### config.mk
export PLATFORM = sky130hd
export DESIGN_NAME = buffer_reader
export DESIGN_NICKNAME = d
export VERILOG_FILES = /design/src/rtl/buffer_reader.sv
export SDC_FILE = /design/constraint.sdc
export NUM_CORES = 1
export LEC_CHECK = 0
export ABC_CLOCK_PERIOD_IN_PS = 4800
export BUFFER_PORTS_ARGS = -buffer_cell sky130_fd_sc_hd__buf_2
export CORE_MARGIN = 5
export CORE_UTILIZATION = 48
export CTS_CLUSTER_DIAMETER = 60
export DETAILED_ROUTE_END_ITERATION = 12
export GPL_ROUTABILITY_DRIVEN = 0
export PLACE_DENSITY = 0.82
export SYNTH_ARGS = -nofsm -noshare
export SYNTH_HDL_FRONTEND = slang
export SYNTH_SLANG_ARGS = --single-unit
### constraint.sdc
create_clock -name clk -period 4.8 [get_ports clk]
set_input_delay 0.24 -clock clk [delete_from_list [all_inputs] [get_ports clk]]
set_output_delay 0.24 -clock clk [all_outputs]
set_load 0.02 [all_outputs]
### src/rtl/buffer_reader.sv
// buffer_reader: read-side controller for the parallel Buffer.
// Tracks occupancy and streams sliding PAR_READ-entry windows.
module buffer_reader #(
  parameter int SIZE        = 4,
  parameter int MEM_SIZE    = 4,
  parameter int PAR_WRITE   = 2,
  parameter int PAR_READ    = 4,
  parameter int STRIDE      = 2,
  parameter int ADDRES_SIZE = $clog2(MEM_SIZE)
) (
  input  logic                     clk,
  input  logic                     rst,
  input  logic                     wen,
  input  logic                     flush,
  output logic                     full,
  output logic                     empty,
  output logic                     err,
  output logic [ADDRES_SIZE-1:0]   raddr,
  input  logic [PAR_READ*SIZE-1:0] buf_dout,
  output logic [PAR_READ*SIZE-1:0] out_data,
  output logic                     out_valid,
  input  logic                     out_ready
);

  localparam int CW = ADDRES_SIZE + 1;

  localparam logic [CW-1:0] CNT_PW   = CW'(PAR_WRITE);
  localparam logic [CW-1:0] CNT_PR   = CW'(PAR_READ);
  localparam logic [CW-1:0] CNT_ST   = CW'(STRIDE);
  localparam logic [CW-1:0] CNT_HIGH = CW'(MEM_SIZE - PAR_WRITE);

  localparam logic [ADDRES_SIZE-1:0] PTR_ST = ADDRES_SIZE'(STRIDE);

  logic [ADDRES_SIZE-1:0] rptr;
  logic [CW-1:0]          count;
  logic [CW-1:0]          count_nxt;
  logic                   push;
  logic                   load;

  assign full  = count > CNT_HIGH;
  assign empty = count == '0;
  assign raddr = rptr;

  assign push = wen & ~full;
  assign load = ~flush & (count >= CNT_PR)
              & (~out_valid | out_ready);

  // next occupancy: pushes add, loads retire, flush drops all
  always_comb begin
    count_nxt = count;
    if (flush) begin
      count_nxt = push ? CNT_PW : '0;
    end else begin
      count_nxt = count
                + (push ? CNT_PW : '0)
                - (load ? CNT_ST : '0);
    end
  end

  // pointer, occupancy and output stage registers
  always_ff @(posedge clk) begin
    if (rst) begin
      rptr      <= '0;
      count     <= '0;
      out_data  <= '0;
      out_valid <= 1'b0;
      err       <= 1'b0;
    end else begin
      count <= count_nxt;
      if (wen & full)
        err <= 1'b1;
      if (flush) begin
        out_valid <= 1'b0;
        rptr      <= rptr + count[ADDRES_SIZE-1:0];
      end else if (load) begin
        out_data  <= buf_dout;
        out_valid <= 1'b1;
        rptr      <= rptr + PTR_ST;
      end else if (out_valid & out_ready) begin
        out_valid <= 1'b0;
      end
    end
  end

endmodule

==> results.md <==
- Post-Syn Area: 937 µm²
- Synth warn: 0
- Number of global-route vias before repair: 758
- Clk_skew: 0.00621 ns
- Outcome: finished, final reports clean
- Final wirelength: 2.07 mm
- Syn avg cell area: 8.93 µm²
- Worst endpoint data arrival time: 2.58 ns
- Max Buffers Root-to-Sink: 2
- Worst path buffer plus inverter count: 0
- P_int: 0.000302 W
- Logic pwr share: 34.8%
- First-pass GRT wire length: 3.19 mm
- Final hold vios: 0
- PortBufs: 42
- Most frequent cells in the layout: buf_2, dfxtp_1, a21oi_1, nand3_1, o21ai_1
- Maximum VDD drop: 0.217 mV
- Pins over their slew limit: 0
- Area grow syn2layout: 20.3%
- Post_cts resized: 0
- CP Launch Type: flip-flop
- Max-cap viol count: 0
- Fin area: 0.00113 mm²
- Via Count: 869
- CTS tree: yes
- Hold Buf Count CTS: 0
- Starting Density: 49.3%
- HP Class: in2reg
- DRC Markers: 0
- Max incr delay on CP: 0.84 ns
- Post-synth top area share: 47.0%
- CP required: 4.98 ns
- Setup violators final: 0
- PwrDens: 410 mW/mm²
- CP delay by family, top: simple AND/OR/NAND/NOR gates
- Crit Path Max Fanout: 18
- CTS root buffer: clkbuf_4
- Clk network pwr share: 17.1%
- IO Count: 43
- Clk Latency, worst-skew pair: 0.30 ns
- Pleak: 0.489 nW
- H-tree depth: 1
- Post-Route Setup TNS: 0 ns
- Diode count: 0
- Critical path type: reg2reg
- Sequential share of the synthesized area: 47.0%
- CTS Buf Count: 3
- Slowest-stage cell, CP: nor2b_1
- Worst-path clk slew: 0.11 ns
- Initial antenna violation count: 0
- Largest net degree at the start of global routing: 24
- Nets: 163
- Antenna viol nets, final: 0
- Die X: 54.2 µm
- Fin crit period: 2.40 ns
- Fmax: 416 MHz
- # rows: 16
- Net Sw Frac: 34.6%
- Die height: 54.2 µm
- Unique masters post-synth: 20
- DP Area: 0.00110 mm²
- RSZ-0062 raised after global routing: false
- Iter 0 DRT Violations: 29
- GRT Util Overall: 14.8%
- Cell mode on critical path: xnor2_1
- Tcrit/Tclk final: 50.1%
- Commonest non-fill, non-tap cell in the layout: buf_2
- Slew @ Worst Pin: 1.06 ns
- Global route overflow: 0
- Die Area: 0.00294 mm²
- Max-slew headroom: 29.5%
- Routed length per instance: 12.5 µm
- Largest cells by area after synthesis: dfxtp_1, a21oi_1, nand3_1, o21ai_1, buf_6
- Switch Pwr: 0.000160 W
- Critical path, cell by cell: nor2b_1 -> nor2_1 -> fa_1 -> xnor2_1 -> xnor2_1 -> nor3_1
- Sequential share of power: 48.1%
- CORE AREA: 0.00190 mm²
- TritonRoute pass-1 iters: 4
- Hold_ws: 0.179 ns
- Post-DP HPWL: 1.50 mm
- Final-layout fill cell count: 174
- Yosys reg bits: 22
- # Post-CTS Setup Buffers: 0
- Syn Inst Count: 105
- Cell taking the most area after synthesis: dfxtp_1
- Crit end category: flip-flop
- Clock Sinks: 22
- Layout cell share with drive strength beyond 1: 35.3%
- Synthesized net count: 127
- Final core occ: 59.3%
- Vias per cell: 5.23
==> worst paths after layout <==
kind | startpoint | endpoint | slack (ns) | cells past startpoint
setup / recovery | out_valid | count[2] | 2.40 | 6
hold / removal | buf_dout[7] | out_data[7] | 0.18 | 3
setup reg to reg | out_valid | count[2] | 2.40 | 6
hold reg to reg | err | err | 0.47 | 2
==> Yosys cell counts <==
library cell	count
nand3_1	16
mux2_4	1
buf_2	4
nor2_1	5
nor2b_4	1
clkbuf_1	3
xnor2_1	2
nand2b_4	1
o21ai_1	9
fa_1	1
nor3_1	2
o21ai_0	7
nand3b_1	1
nand2b_1	3
dfxtp_1	22
buf_6	4
inv_1	1
nor2b_1	3
a22oi_2	1
a21oi_1	18
==> layout make-up <==
class | instances | area (µm²) | share of cell area, %
sequential | 22 | 440 | 39.1
multi-input combinational | 71 | 417 | 37.0
timing repair buffer | 42 | 210 | 18.6
tap | 27 | 33.8 | 3.00
clock buffer | 3 | 22.5 | 2.00
inverter | 1 | 3.75 | 0.333
==> worst min-delay path, stage by stage <==
cell and delay, ns:
buf_2 0.10, nand3_1 0.05, a21oi_1 0.05
==> power by group through the flow <==
stage	Combinational, W	Clock (W)	Sequential, W
after floorplan	0.000118	0	0.000241
after global placement	0.000157	0	0.000226
after detailed placement	0.000162	0	0.000226
after CTS	0.000162	0.0000826	0.000222
after global routing	0.000177	0.0000897	0.000226
final	0.000161	0.0000790	0.000222
==> per-stage QoR <==
step | setup WS (ns) | cells | total power (W)
after global routing | 2.14 | 166 | 0.000492
final | 2.40 | 166 | 0.000462
after CTS | 2.36 | 166 | 0.000467
after global placement | 2.47 | 163 | 0.000383
after floorplan | 2.84 | 105 | 0.000359
after detailed placement | 2.40 | 163 | 0.000388
==> registers in the layout (all words and copies together) (netlist names) <==
name / flops
out_data: 16
count: 2
raddr: 2
err: 1
out_valid: 1
==> cells by family (layout without fill, tap and decap cells) <==
kind of cell / Yosys count / in the layout / synth area share, %
DFF: 22 / 22 / 47.0
adders and majority gates: 1 / 1 / 2.14
AOI/OAI and AO/OA: 35 / 35 / 19.5
and+or+nand+nor: 32 / 32 / 19.4
xor gates and xnor gates: 2 / 2 / 1.87
muxes: 1 / 1 / 1.60
buffers and inverters: 12 / 46 / 8.54
==> layer usage <==
layer  vias to the layer above  global-route usage, %  part of all wire (%)  wire length (µm)
met5                         -                      0                     0                 0
met3                         4                   1.66                   6.5               134
met2                        33                   23.7                    49              1020
met1                       399                   19.1                    42               877
met4                         0                   8.71                   2.1                44
li1                        433                      -                     -                 -
Power figures use the tool's default switching activity.
